===== src/rtl/remote_update_pkg.sv =====
// Shared types and widths for the remote-update command sequencer.
package remote_update_pkg;

    localparam int RU_DATA_W  = 24;
    localparam int RU_PARAM_W = 3;
    localparam int RU_SRC_W   = 2;

    typedef enum logic [1:0] {
        OP_READ_PARAM  = 2'd0,
        OP_WRITE_PARAM = 2'd1,
        OP_RECONFIG    = 2'd2,
        OP_RSVD        = 2'd3
    } ru_op_e;

    typedef enum logic [2:0] {
        ST_IDLE,
        ST_ISSUE,
        ST_WAIT_BUSY,
        ST_WAIT_DONE,
        ST_RESP,
        ST_RECONF
    } ru_state_e;

endpackage


===== src/rtl/remote_update_ctrl_wdt.sv =====
// Watchdog kick generator: toggles kick every KICK_CYCLES enabled cycles.
module ru_wdt_kick #(
    parameter int unsigned KICK_CYCLES = 1000000
) (
    input  logic clk,
    input  logic rst,
    input  logic en,
    output logic kick
);

    localparam int CNT_W = (KICK_CYCLES > 1) ? $clog2(KICK_CYCLES) : 1;
    localparam logic [CNT_W-1:0] CNT_LAST = CNT_W'(KICK_CYCLES - 1);

    logic [CNT_W-1:0] cnt;

    always_ff @(posedge clk or posedge rst) begin
        if (rst) begin
            cnt  <= '0;
            kick <= 1'b0;
        end else if (en) begin
            if (cnt == CNT_LAST) begin
                cnt  <= '0;
                kick <= ~kick;
            end else begin
                cnt <= cnt + 1'b1;
            end
        end
    end

endmodule


===== src/rtl/remote_update_ctrl.sv =====
// Command sequencer for altera_remote_update_core.
// Define REMOTE_UPDATE_WDT_EN to let this block own the watchdog kick.
module remote_update_ctrl
    import remote_update_pkg::*;
#(
    parameter int unsigned           BUSY_TIMEOUT    = 1024,
    parameter logic [RU_DATA_W-1:0]  RECONFIG_KEY    = 24'hA5C3E1,
    parameter int unsigned           RECONFIG_HOLD   = 16,
    parameter int unsigned           WDT_KICK_CYCLES = 1000000
) (
    input  logic                  clk,
    input  logic                  rst,
    input  logic                  cmd_valid,
    output logic                  cmd_ready,
    input  logic [1:0]            cmd_op,
    input  logic [RU_PARAM_W-1:0] cmd_param,
    input  logic [RU_SRC_W-1:0]   cmd_src,
    input  logic [RU_DATA_W-1:0]  cmd_data,
    output logic                  rsp_valid,
    output logic [RU_DATA_W-1:0]  rsp_data,
    output logic                  rsp_err,
    output logic                  ru_read_param,
    output logic                  ru_write_param,
    output logic [RU_PARAM_W-1:0] ru_param,
    output logic [RU_SRC_W-1:0]   ru_read_source,
    output logic [RU_DATA_W-1:0]  ru_data_in,
    output logic                  ru_reconfig,
    output logic                  ru_reset_timer,
    input  logic                  ru_busy,
    input  logic [RU_DATA_W-1:0]  ru_data_out
);

    localparam int TO_W = (BUSY_TIMEOUT > 1) ? $clog2(BUSY_TIMEOUT) : 1;
    localparam int HOLD_W = $clog2(RECONFIG_HOLD + 1);
    localparam logic [TO_W-1:0] TO_LAST = TO_W'(BUSY_TIMEOUT - 1);
    localparam logic [HOLD_W-1:0] HOLD_LAST = HOLD_W'(RECONFIG_HOLD - 1);

    if (BUSY_TIMEOUT < 2 || RECONFIG_HOLD < 1 || WDT_KICK_CYCLES < 1)
    begin : g_bad_cfg
        $error("remote_update_ctrl: invalid parameter value");
    end

    ru_state_e         state;
    ru_op_e            op;
    logic              is_read;
    logic [TO_W-1:0]   to_cnt;
    logic [HOLD_W-1:0] hold_cnt;

    assign op = ru_op_e'(cmd_op);

    always_ff @(posedge clk or posedge rst) begin
        if (rst) begin
            state          <= ST_IDLE;
            is_read        <= 1'b0;
            to_cnt         <= '0;
            hold_cnt       <= '0;
            cmd_ready      <= 1'b1;
            rsp_valid      <= 1'b0;
            rsp_data       <= '0;
            rsp_err        <= 1'b0;
            ru_read_param  <= 1'b0;
            ru_write_param <= 1'b0;
            ru_param       <= '0;
            ru_read_source <= '0;
            ru_data_in     <= '0;
            ru_reconfig    <= 1'b0;
        end else begin
            unique case (state)
                ST_IDLE: begin
                    if (cmd_valid && cmd_ready) begin
                        cmd_ready      <= 1'b0;
                        ru_param       <= cmd_param;
                        ru_read_source <= cmd_src;
                        ru_data_in     <= cmd_data;
                        is_read        <= (op == OP_READ_PARAM);
                        unique case (op)
                            OP_READ_PARAM: begin
                                ru_read_param <= 1'b1;
                                state         <= ST_ISSUE;
                            end
                            OP_WRITE_PARAM: begin
                                ru_write_param <= 1'b1;
                                state          <= ST_ISSUE;
                            end
                            OP_RECONFIG: begin
                                if (cmd_data == RECONFIG_KEY) begin
                                    ru_reconfig <= 1'b1;
                                    hold_cnt    <= '0;
                                    state       <= ST_RECONF;
                                end else begin
                                    rsp_valid <= 1'b1;
                                    rsp_err   <= 1'b1;
                                    rsp_data  <= '0;
                                    state     <= ST_RESP;
                                end
                            end
                            OP_RSVD: begin
                                rsp_valid <= 1'b1;
                                rsp_err   <= 1'b1;
                                rsp_data  <= '0;
                                state     <= ST_RESP;
                            end
                        endcase
                    end
                end
                ST_ISSUE: begin
                    ru_read_param  <= 1'b0;
                    ru_write_param <= 1'b0;
                    to_cnt         <= '0;
                    state          <= ST_WAIT_BUSY;
                end
                // Timeout wins if busy only shows up on the last allowed cycle.
                ST_WAIT_BUSY: begin
                    to_cnt <= to_cnt + 1'b1;
                    if (to_cnt == TO_LAST) begin
                        rsp_valid <= 1'b1;
                        rsp_err   <= 1'b1;
                        rsp_data  <= '0;
                        state     <= ST_RESP;
                    end else if (ru_busy) begin
                        state <= ST_WAIT_DONE;
                    end
                end
                ST_WAIT_DONE: begin
                    to_cnt <= to_cnt + 1'b1;
                    if (!ru_busy) begin
                        rsp_valid <= 1'b1;
                        rsp_err   <= 1'b0;
                        rsp_data  <= is_read ? ru_data_out : '0;
                        state     <= ST_RESP;
                    end else if (to_cnt == TO_LAST) begin
                        rsp_valid <= 1'b1;
                        rsp_err   <= 1'b1;
                        rsp_data  <= '0;
                        state     <= ST_RESP;
                    end
                end
                ST_RESP: begin
                    rsp_valid <= 1'b0;
                    rsp_err   <= 1'b0;
                    rsp_data  <= '0;
                    cmd_ready <= 1'b1;
                    state     <= ST_IDLE;
                end
                // Device reloads from here; only reset brings us back.
                ST_RECONF: begin
                    if (ru_reconfig) begin
                        if (hold_cnt == HOLD_LAST) begin
                            ru_reconfig <= 1'b0;
                        end else begin
                            hold_cnt <= hold_cnt + 1'b1;
                        end
                    end
                end
                default: begin
                    state <= ST_IDLE;
                end
            endcase
        end
    end

`ifdef REMOTE_UPDATE_WDT_EN
    logic wdt_en;

    assign wdt_en = (state != ST_RECONF);

    ru_wdt_kick #(
        .KICK_CYCLES(WDT_KICK_CYCLES)
    ) u_wdt (
        .clk (clk),
        .rst (rst),
        .en  (wdt_en),
        .kick(ru_reset_timer)
    );
`else
    assign ru_reset_timer = 1'b0;
`endif

endmodule


===== config.mk =====
export PLATFORM = sky130hd
export DESIGN_NAME = remote_update_ctrl
export DESIGN_NICKNAME = d
export VERILOG_FILES = /design/src/rtl/remote_update_pkg.sv /design/src/rtl/remote_update_ctrl_wdt.sv /design/src/rtl/remote_update_ctrl.sv
export SDC_FILE = /design/constraint.sdc
export NUM_CORES = 1
export LEC_CHECK = 0
export ABC_AREA = 0
export ABC_CLOCK_PERIOD_IN_PS = 2180
export CORE_MARGIN = 2
export CORE_UTILIZATION = 42
export CTS_CLUSTER_DIAMETER = 120
export CTS_CLUSTER_SIZE = 14
export DETAILED_ROUTE_END_ITERATION = 10
export GPL_ROUTABILITY_DRIVEN = 0
export PLACE_DENSITY_LB_ADDON = 0.1
export SYNTH_ARGS = -nofsm -noshare
export SYNTH_HDL_FRONTEND = slang
export SYNTH_HIERARCHICAL = 1
export SYNTH_SLANG_ARGS = --single-unit
export TNS_END_PERCENT = 5

===== constraint.sdc =====
create_clock -name clk -period 2.18 [get_ports clk]
set_input_delay 0.218 -clock clk [delete_from_list [all_inputs] [get_ports clk]]
set_output_delay 0.218 -clock clk [all_outputs]
set_load 0.01 [all_outputs]

* Yosys cells after proc, flatten, opt, wreduce, memory -nomap -nowiden
Cells that the tools add are included.
** Word-level totals
- Register bits after elaboration :: 78
- Input bits :: 59
- Output and inout bits :: 60
- Logic and storage cells :: 102
** Cells by class
- Add/subtract/negate cells :: 2
- Eq/ne operators :: 22
- Muxes and demuxes :: 45
- Bitwise logic cells :: 1
- Reductions and logical operators :: 18
** Operators with widths (number)
- 24-bit 2-to-1 mux :: 5
- 24-bit one-hot mux with 4 select lines :: 1
- 24-bit one-hot mux with 2 select lines :: 1
- 5-bit 2-to-1 mux :: 5
- 24-bit equality test, second input constant :: 1
- 10-bit one-hot mux with 2 select lines :: 1
- 1-bit 2-to-1 mux :: 17
- 3-bit 2-to-1 mux :: 5
- 3-bit one-hot mux with 5 select lines :: 1
- 2-bit != test, second input constant :: 6
- 4-bit AND reduction :: 3
- 10-bit by 1-bit adder with 10-bit output, second input constant :: 1
- 10-bit equality test, second input constant :: 1
- 1-bit one-hot mux with 2 select lines :: 5
- 5-bit one-hot mux with 2 select lines :: 1
- 3-bit != test, second input constant :: 3
- 3-bit one-hot mux with 3 select lines :: 1
- 1-bit one-hot mux with 4 select lines :: 2
- 2-bit nonzero test :: 4
- 3-bit by 2-bit equality test with 1-bit output, second input constant :: 2
- 3-bit equality test, second input constant :: 2
- 3-bit AND reduction :: 2
- 6-bit AND reduction :: 1
- 5-bit by 1-bit adder with 5-bit output, second input constant :: 1
- 13 further kinds :: 16

* Depth between registers and ports, before layout
Gate-level depths: netlist of run 1.
- Word-level depth :: 5
- Depth in mapped cells :: 7

* Worst setup path after synthesis of run 1
No wires, ideal clock.
- Path kind :: register to register
- Start point :: register to_cnt[0]
- End point :: register rsp_data[10]
- Arrival :: 1.544 ns
- Setup slack :: 0.510 ns
- Stages on the path, launching flop included :: 8
- Buffers on the path :: 2
- Clock period less this slack :: 1.670 ns
- Path through :: dfrtp_1 > ha_1 > nand4_2 > o31a_1 > buf_6 > buf_6 > a32oi_1 > o21ai_1
** On the way
- Longest elaborated chain between the ends :: 4
** Ends and longest elaborated chain
- from (decl) :: RTL line remote_update_ctrl.sv:46 : logic [TO_W-1:0] to_cnt;
- from (signal assigned) :: RTL line remote_update_ctrl.sv:114 : to_cnt <= to_cnt + 1'b1;
- from (signal assigned) :: RTL line remote_update_ctrl.sv:125 : to_cnt <= to_cnt + 1'b1;
- 10-bit equality test (*) :: RTL line remote_update_ctrl.sv:115, remote_update_ctrl.sv:131
- 24-bit 2-to-1 mux (*)
- 24-bit 2-to-1 mux
- 24-bit one-hot mux with 4 select lines (*)
- to (signal assigned) :: RTL line remote_update_ctrl.sv:129 : rsp_data <= is_read ? ru_data_out : '0;
- to (decl) :: RTL line remote_update_ctrl.sv:20 : output logic [RU_DATA_W-1:0] rsp_data,
Every way passes the cells marked *; elsewhere a longest branch is shown, timed or not.
A chain may end at the register's enable or synchronous reset.

* Worst setup path after layout of run 1
- Start point :: register state[2]
- End point :: register rsp_data[7]
** On the way
- Longest elaborated chain between the ends :: 3
- Elaborated cells on any way between the ends :: 10
- Classes of those cells :: 6 x eq/ne; 1 x mux; 3 x reduce/logical
** Ends and longest elaborated chain
- from (decl) :: RTL line remote_update_ctrl.sv:43 : ru_state_e state;
- from (signal assigned) :: RTL line remote_update_ctrl.sv:53 : state <= ST_IDLE;
- from (signal assigned) :: RTL line remote_update_ctrl.sv:79 : state <= ST_ISSUE;
- from (signal assigned) :: RTL line remote_update_ctrl.sv:83 : state <= ST_ISSUE;
- 3-bit by 2-bit equality test with 1-bit output (tied with other cells) :: RTL line remote_update_ctrl.sv:68 : unique case (state)
- 4-bit nonzero test (no line) (tied with other cells)
- 4-bit AND reduction (no line)
Several ways; a longest one is shown, not always the timed one.

==> results.py, run 1 <==
metrics = {
    "run_status": {
        "outcome": "complete, no violations",
    },
    "yosys": {
        "synth_top_cell_by_area": "dfrtp_1",
        "yosysMostFrequentCell": "nand2_1",
        "ys.flop_type": "dfrtp_1",
        "synth_fp_nets": 461,
        "avgSynthCellArea_um2": 9.37,
        "ys_seq_elements": 78,
        "yosysSeqAreaShare_pct": 52.2,
        "ys_warn_count": 6,
        "ys_types": 58,
        "async_flop_share_pct": 100,
        "synth_edf_count": 0,
        "synthTopCellsByArea": "dfrtp_1 (52%), nand2_1 (11%), a32oi_1 (5.6%), inv_1 (3.1%), o21ai_1 (2.8%)",
        "syn-cell-area_um2": 3740,
        "syn_inst": 399,
        "ys_top_cells_by_count": "nand2_1 (111), dfrtp_1 (77), inv_1 (31)",
        "yosys.area.top_type_share_pct": 51.5,
    },
    "cts": {
        "post_cts_buffers": 0,
        "cts_root_buffer": "clkbuf_8",
        "clkTransAtPathRegs_ps": 90,
        "cts_tree": "built",
        "clockBufferDepth": 2,
        "cts_resized": 0,
        "clock_latency_ps": 340,
        "htree_num_levels": 3,
        "clock_sinks": 78,
        "numCtsBuffers": 9,
        "cts-hold-fix-buffers": 0,
    },
    "global_route": {
        "grt_pass1_wl_mm": 15.6,
        "antenna_found_initial": 0,
        "grt_max_degree": 31,
        "grt_pass1_vias": 3266,
        "track_usage_pct": 19.8,
        "grt-ovfl-total": 0,
    },
    "power_and_ir_drop": {
        "clockPowerShare_pct": 18.8,
        "p_sw_mw": 2.34,
        "pwr-share-comb_pct": 43.6,
        "p_leak_nw": 2.29,
        "total_power_mw": 6.39,
        "seq_power_share_pct": 37.6,
        "ir_drop_mv": 0.603,
        "powerDensity_nw_per_um2": 1210,
        "sw_frac_of_total_pct": 36.6,
        "p_int_mw": 4.05,
    },
    "routing": {
        "drt-initial-drc-count": 188,
        "dr.pass1.iters": 4,
        "drt_wl_total_mm": 9.30,
        "route.detailed.vias_per_inst": 5.21,
        "final_antenna_net_count": 0,
        "remaining_drc_errors": 0,
        "vias": 3285,
        "wire_per_inst_um": 14.8,
    },
    "critical_path": {
        "crit_fanout": 17,
        "critPathKind": "reg2reg",
        "end_kind": "flip-flop",
        "start_kind": "flip-flop",
        "arrival_ps": 2200,
        "worstPathRequired_ps": 2410,
    },
    "sta": {
        "layout_min_cycle_time_ps": 1970,
        "relSlewSlack_pct": 61.0,
        "drv_slew": 0,
        "tightest_slew_ps": 584,
        "finalSetupViolations": 0,
        "fmax_mhz": 507,
        "fin_worst_skew_ps": 8.25,
        "setup_tns_ps": 0,
        "fin_crit_sh_pct": 90.5,
        "final_hold_viol_count": 0,
        "grt_setup_unrepaired": "false",
    },
    "cells_and_area": {
        "areaGrowthSynthToFinish_pct": 40.7,
        "final_cell_count_no_fill": 630,
        "diodes": 0,
        "fin_nets": 579,
        "drive_gt1_share_pct": 8.05,
        "final_area_um2": 5260,
    },
    "floorplan": {
        "die_area_um2": 9670,
        "die-width_um": 98.4,
        "design.core.area_um2": 8680,
        "rows": 34,
        "start_util_pct": 43.1,
        "ios": 119,
        "die_h_um": 98.4,
    },
    "place": {
        "dpl.cell_count": 614,
        "dp_hpwl_mm": 6.62,
        "place_area_um2": 5040,
        "numPortBuffers": 117,
    },
    "min_path": {
        "hold_path.class": "in2async",
    },
    "run": {
        "maxCapViolCount": 0,
    },
}
==> final timing paths <==
check / from / endpoint / slack, ps / depth (start not counted)
setup / recovery: state[2] / rsp_data[7] / 210 / 5
hold / removal: rst / rsp_data[17] / 270 / 2
setup reg to reg: state[2] / rsp_data[7] / 210 / 5
hold reg to reg: ru_data_in[21] / ru_data_in[21] / 470 / 2
max in group asynchronous: rst / cmd_ready / 1300 / 3
min in group clk: cmd_param[0] / ru_param[0] / 400 / 3
==> area by class of cell <==
| type | instances | area, um^2 |
|---|---|---|
| inverter | 31 | 120 |
| fill | 767 | 3420 |
| clock buffer | 9 | 124 |
| multi-input combinational | 267 | 1520 |
| sequential | 78 | 1950 |
| timing repair buffer | 130 | 1310 |
| clock inverter | 7 | 98.8 |
| tap | 108 | 135 |
==> per-layer routing <==
layer | vias to the layer above | GRT usage, % | wire length, um
met4 | 0 | 6.95 | 131
met2 | 109 | 31.2 | 4270
met5 | - | 0 | 0
met3 | 11 | 6.44 | 716
met1 | 1550 | 25.7 | 4180
li1 | 1615 | - | -
==> sequential cells by signal, summed over array words and instances, names as in the netlist <==
signal	cells
ru_reconfig	1
state	3
rsp_valid	1
rsp_err	1
to_cnt	10
ru_write_param	1
cmd_ready	1
ru_read_param	1
hold_cnt	5
ru_data_in	24
rsp_data	24
ru_read_source	2
is_read	1
ru_param	3
==> kinds of logic after synthesis <==
group,Yosys count,share of synthesized area [%]
AO/OA/AOI/OAI,95,17.7
XOR/XNOR,1,0.234
adder cells (fa/ha/maj),3,1.00
buffers and inverters,54,7.03
flip-flops,78,52.2
multiplexers,2,0.535
other,1,0.100
AND/OR/NAND/NOR,165,21.2
==> worst max-delay path, stage by stage (launching register included) <==
cell,delay [ps]
dfrtp_1,650
nor3_4,100
and4b_1,240
a211oi_4,550
buf_12,230
o21ai_0,80
==> stage by stage <==
| stage | hold WS, ps | worst slack [ps] | utilization [%] |
|---|---|---|---|
| after floorplan | 323 | 510 | - |
| after global placement | 458 | 51.2 | 58.1 |
| after detailed placement | 462 | 20.7 | 58.1 |
| after CTS | 278 | 196 | 60.6 |
| after global routing | 300 | 37.7 | 60.6 |
| final | 274 | 206 | 60.6 |
==> placed cells by master (no fill, tap or decap), drive strengths merged, types with 2 or more instances in the layout <==
master	count
a211oi	2
a21o	4
a21oi	7
a22o	4
a31oi	6
a32oi	24
and3	2
and4b	3
buf	13
bufinv	2
clkbuf	9
clkdlybuf4s50	117
clkinv	4
clkinvlp	2
dfrtp	77
ha	3
inv	30
mux2i	2
nand2	111
nand2b	3
nand3	5
nand4	3
nor2	13
nor2b	3
nor3	7
nor4bb	4
o21ai	36
o21bai	2
o221ai	2
==> power by group through the flow <==
| stage | Clock, mW | Combinational [mW] | Sequential [mW] |
|---|---|---|---|
| global route | 1.29 | 3.08 | 2.48 |
| floorplan | 0 | 1.38 | 2.51 |
| CTS | 1.24 | 2.82 | 2.40 |
| finish | 1.20 | 2.78 | 2.40 |
| detailed placement | 0 | 2.81 | 2.42 |
| global placement | 0 | 2.77 | 2.40 |
(Power assumes the default switching activity.)
==> run 2: changes to the inputs <==
--- a/config.mk
+++ b/config.mk
@@ -5,10 +5,10 @@
 export SDC_FILE = /design/constraint.sdc
 export NUM_CORES = 1
 export LEC_CHECK = 0
-export ABC_AREA = 0
+export ABC_AREA = 1
 export ABC_CLOCK_PERIOD_IN_PS = 2180
 export CORE_MARGIN = 2
-export CORE_UTILIZATION = 42
+export CORE_UTILIZATION = 43
 export CTS_CLUSTER_DIAMETER = 120
 export CTS_CLUSTER_SIZE = 14
 export DETAILED_ROUTE_END_ITERATION = 10
@@ -16,6 +16,5 @@
 export PLACE_DENSITY_LB_ADDON = 0.1
 export SYNTH_ARGS = -nofsm -noshare
 export SYNTH_HDL_FRONTEND = slang
-export SYNTH_HIERARCHICAL = 1
 export SYNTH_SLANG_ARGS = --single-unit
 export TNS_END_PERCENT = 5
==> results.py, run 2 <==
metrics = {
    "run_status": {
        "outcome": "complete, no violations",
    },
    "power_and_ir_drop": {
        "p_sw_mw": 2.62,
        "p_leak_nw": 2.69,
        "seq_power_share_pct": 37.0,
        "pwr-share-comb_pct": 47.8,
        "p_int_mw": 3.83,
        "clockPowerShare_pct": 15.2,
        "powerDensity_nw_per_um2": 1160,
        "ir_drop_mv": 0.575,
        "sw_frac_of_total_pct": 40.6,
    },
    "cells_and_area": {
        "final_cell_count_no_fill": 801,
        "diodes": 0,
        "drive_gt1_share_pct": 5.07,
        "fin_nets": 747,
        "largestRegisters": "rsp_data x24, ru_data_in x24, to_cnt x10",
        "fillers": 847,
        "areaGrowthSynthToFinish_pct": 36.4,
        "layout_common_cells": "nand2_1 (222), clkdlybuf4s50_1 (117), dfrtp_1 (77)",
        "layout_commonest_cell": "nand2_1",
    },
    "global_route": {
        "grt-ovfl-total": 0,
        "grt_pass1_vias": 3755,
        "grt_pass1_wl_mm": 17.7,
        "track_usage_pct": 21.3,
        "antenna_found_initial": 0,
        "grt_max_degree": 39,
    },
    "floorplan": {
        "die-width_um": 101,
        "design.core.area_um2": 9200,
        "die_h_um": 101,
        "rows": 35,
        "ios": 119,
        "die_area_um2": 10200,
        "start_util_pct": 44.2,
    },
    "critical_path": {
        "end_kind": "flip-flop",
        "start_kind": "flip-flop",
        "crit_fanout": 6,
        "critPathKind": "reg2reg",
        "arrival_ps": 2170,
        "worstPathRequired_ps": 2400,
    },
    "cts": {
        "clkTransAtPathRegs_ps": 80,
        "clock_latency_ps": 340,
        "cts_root_buffer": "clkbuf_8",
        "clockBufferDepth": 2,
        "cts-hold-fix-buffers": 0,
        "numCtsBuffers": 9,
        "clock_sinks": 78,
        "htree_num_levels": 3,
        "cts_tree": "built",
    },
    "yosys": {
        "synth_fp_nets": 630,
        "synthTopCellsByArea": "dfrtp_1 (47%), nand2_1 (20%), nand3_1 (5.8%), nor2_1 (4.8%), o21ai_0 (4.6%)",
        "ys_top_cells_by_count": "nand2_1 (222), dfrtp_1 (77), nor2_1 (52)",
        "syn-cell-area_um2": 4070,
        "ys_types": 26,
        "async_flop_share_pct": 100,
        "avgSynthCellArea_um2": 7.16,
        "synth_edf_count": 0,
        "yosys.area.top_type_share_pct": 47.4,
        "yosysMostFrequentCell": "nand2_1",
        "synth_top_cell_by_area": "dfrtp_1",
        "ys_warn_count": 0,
        "yosysSeqAreaShare_pct": 48.0,
        "syn_inst": 568,
        "ys_seq_elements": 78,
        "ys.flop_type": "dfrtp_1",
    },
    "place": {
        "dpl.cell_count": 785,
        "dp_hpwl_mm": 7.66,
        "numPortBuffers": 117,
    },
    "sta": {
        "fin_worst_skew_ps": 15.2,
        "tightest_slew_ps": 580,
        "drv_slew": 0,
        "fmax_mhz": 513,
        "finalSetupViolations": 0,
        "final_hold_viol_count": 0,
        "layout_min_cycle_time_ps": 1950,
        "fin_crit_sh_pct": 89.4,
        "relSlewSlack_pct": 61.3,
        "setup_tns_ps": 0,
        "grt_setup_unrepaired": "false",
    },
    "routing": {
        "vias": 3938,
        "route.detailed.vias_per_inst": 4.92,
        "drt_wl_total_mm": 10.7,
        "remaining_drc_errors": 0,
        "dr.pass1.iters": 5,
        "wire_per_inst_um": 13.3,
        "final_antenna_net_count": 0,
        "drt-initial-drc-count": 156,
    },
    "run": {
        "maxCapViolCount": 0,
    },
    "min_path": {
        "hold_path.class": "in2async",
    },
}
-- run 2: cell types whose count changed after synthesis, sizes merged, moves of 4 or more --
cell	change
a21o	-4
and3	+8
a32oi	-24
nand2	+113
nand3	+43
a21oi	+14
nor4bb	-4
inv	+18
nor2	+41
a31oi	-5
-- run 2: kinds of logic after synthesis --
| kind of cell | synth area share [%] |
|---|---|
| compound gates | 7.66 |
| fa+ha+maj | 0.923 |
| other cells | 0.0922 |
| xor+xnor | 0.215 |
| simple gates | 35.7 |
| buf+inv | 7.36 |
| flops | 48.0 |
-- run 2: final cells by class --
| type | count | area (um^2) | area share, % |
|---|---|---|---|
| clock buffers | 11 | 141 | 2.55 |
| clock inverters | 5 | 36.3 | 0.654 |
| inverters | 50 | 191 | 3.45 |
| multi-input cells | 418 | 1820 | 32.8 |
| flip-flops and latches | 78 | 1950 | 35.2 |
| well taps | 111 | 139 | 2.50 |
| repair buffers | 128 | 1270 | 22.8 |
-- run 2: what timing repair did --
item,4_1_cts,5_1_grt
buffers inserted,0,0
endpoints found under the setup margin,0,4
gates resized for setup,0,1
-- run 2: routing by layer --
layer	vias up	GRT usage [%]	routed length, um
met5	-	0	0
met4	0	4.68	65
li1	2022	-	-
met3	4	4.42	450
met2	85	33.9	5010
met1	1827	30.2	5130
-- run 2: power by group through the flow --
| stage | registers [mW] | clock network [mW] | logic (mW) |
|---|---|---|---|
| 2_1_floorplan | 2.55 | 0 | 1.49 |
| 3_3_place_gp | 2.39 | 0 | 3.05 |
| 3_5_place_dp | 2.40 | 0 | 3.10 |
| 4_1_cts | 2.38 | 1.01 | 3.11 |
| 5_1_grt | 2.45 | 1.09 | 3.45 |
| 6_report | 2.39 | 0.980 | 3.08 |
-- run 2: stage by stage --
| step | hold slack [ps] | utilization, % | cell area, um^2 | setup slack (ps) | total power, mW |
|---|---|---|---|---|---|
| global placement | 457 | 58.3 | 5360 | 220 | 5.44 |
| detailed placement | 458 | 58.3 | 5360 | 172 | 5.50 |
| global route | 278 | 60.3 | 5550 | 19.2 | 6.99 |
| floorplan | 328 | - | 4070 | 498 | 4.04 |
| finish | 264 | 60.3 | 5550 | 231 | 6.45 |
| CTS | 269 | 60.2 | 5540 | 218 | 6.50 |
-- run 2: final timing paths --
path | slack [ps] | depth (start not counted) | to | from
setup / recovery | 230 | 10 | hold_cnt[2] | hold_cnt[0]
min in group clk | 410 | 3 | ru_param[1] | cmd_param[1]
setup reg to reg | 230 | 10 | hold_cnt[2] | hold_cnt[0]
hold / removal | 260 | 2 | rsp_data[20] | rst
max in group asynchronous | 1310 | 3 | ru_data_in[12] | rst
hold reg to reg | 480 | 2 | hold_cnt[4] | hold_cnt[4]
-- run 2: critical path: stages, from the launching register on --
cell and delay [ps]:
dfrtp_1 420, ha_1 230, nand2_1 80, nor2_1 50, ha_1 180, nor2_1 230
nor2_1 80, nor2_1 190, nand3_1 220, nand2_1 120, nand2_1 50
==> run 3: changes to the inputs <==
--- a/config.mk
+++ b/config.mk
@@ -7,6 +7,7 @@
 export LEC_CHECK = 0
 export ABC_AREA = 1
 export ABC_CLOCK_PERIOD_IN_PS = 2180
+export CAP_MARGIN = 25
 export CORE_MARGIN = 2
 export CORE_UTILIZATION = 43
 export CTS_CLUSTER_DIAMETER = 120
==> results of run 3 <==
Final layout, timing and power as in run 2 (identical DEF).
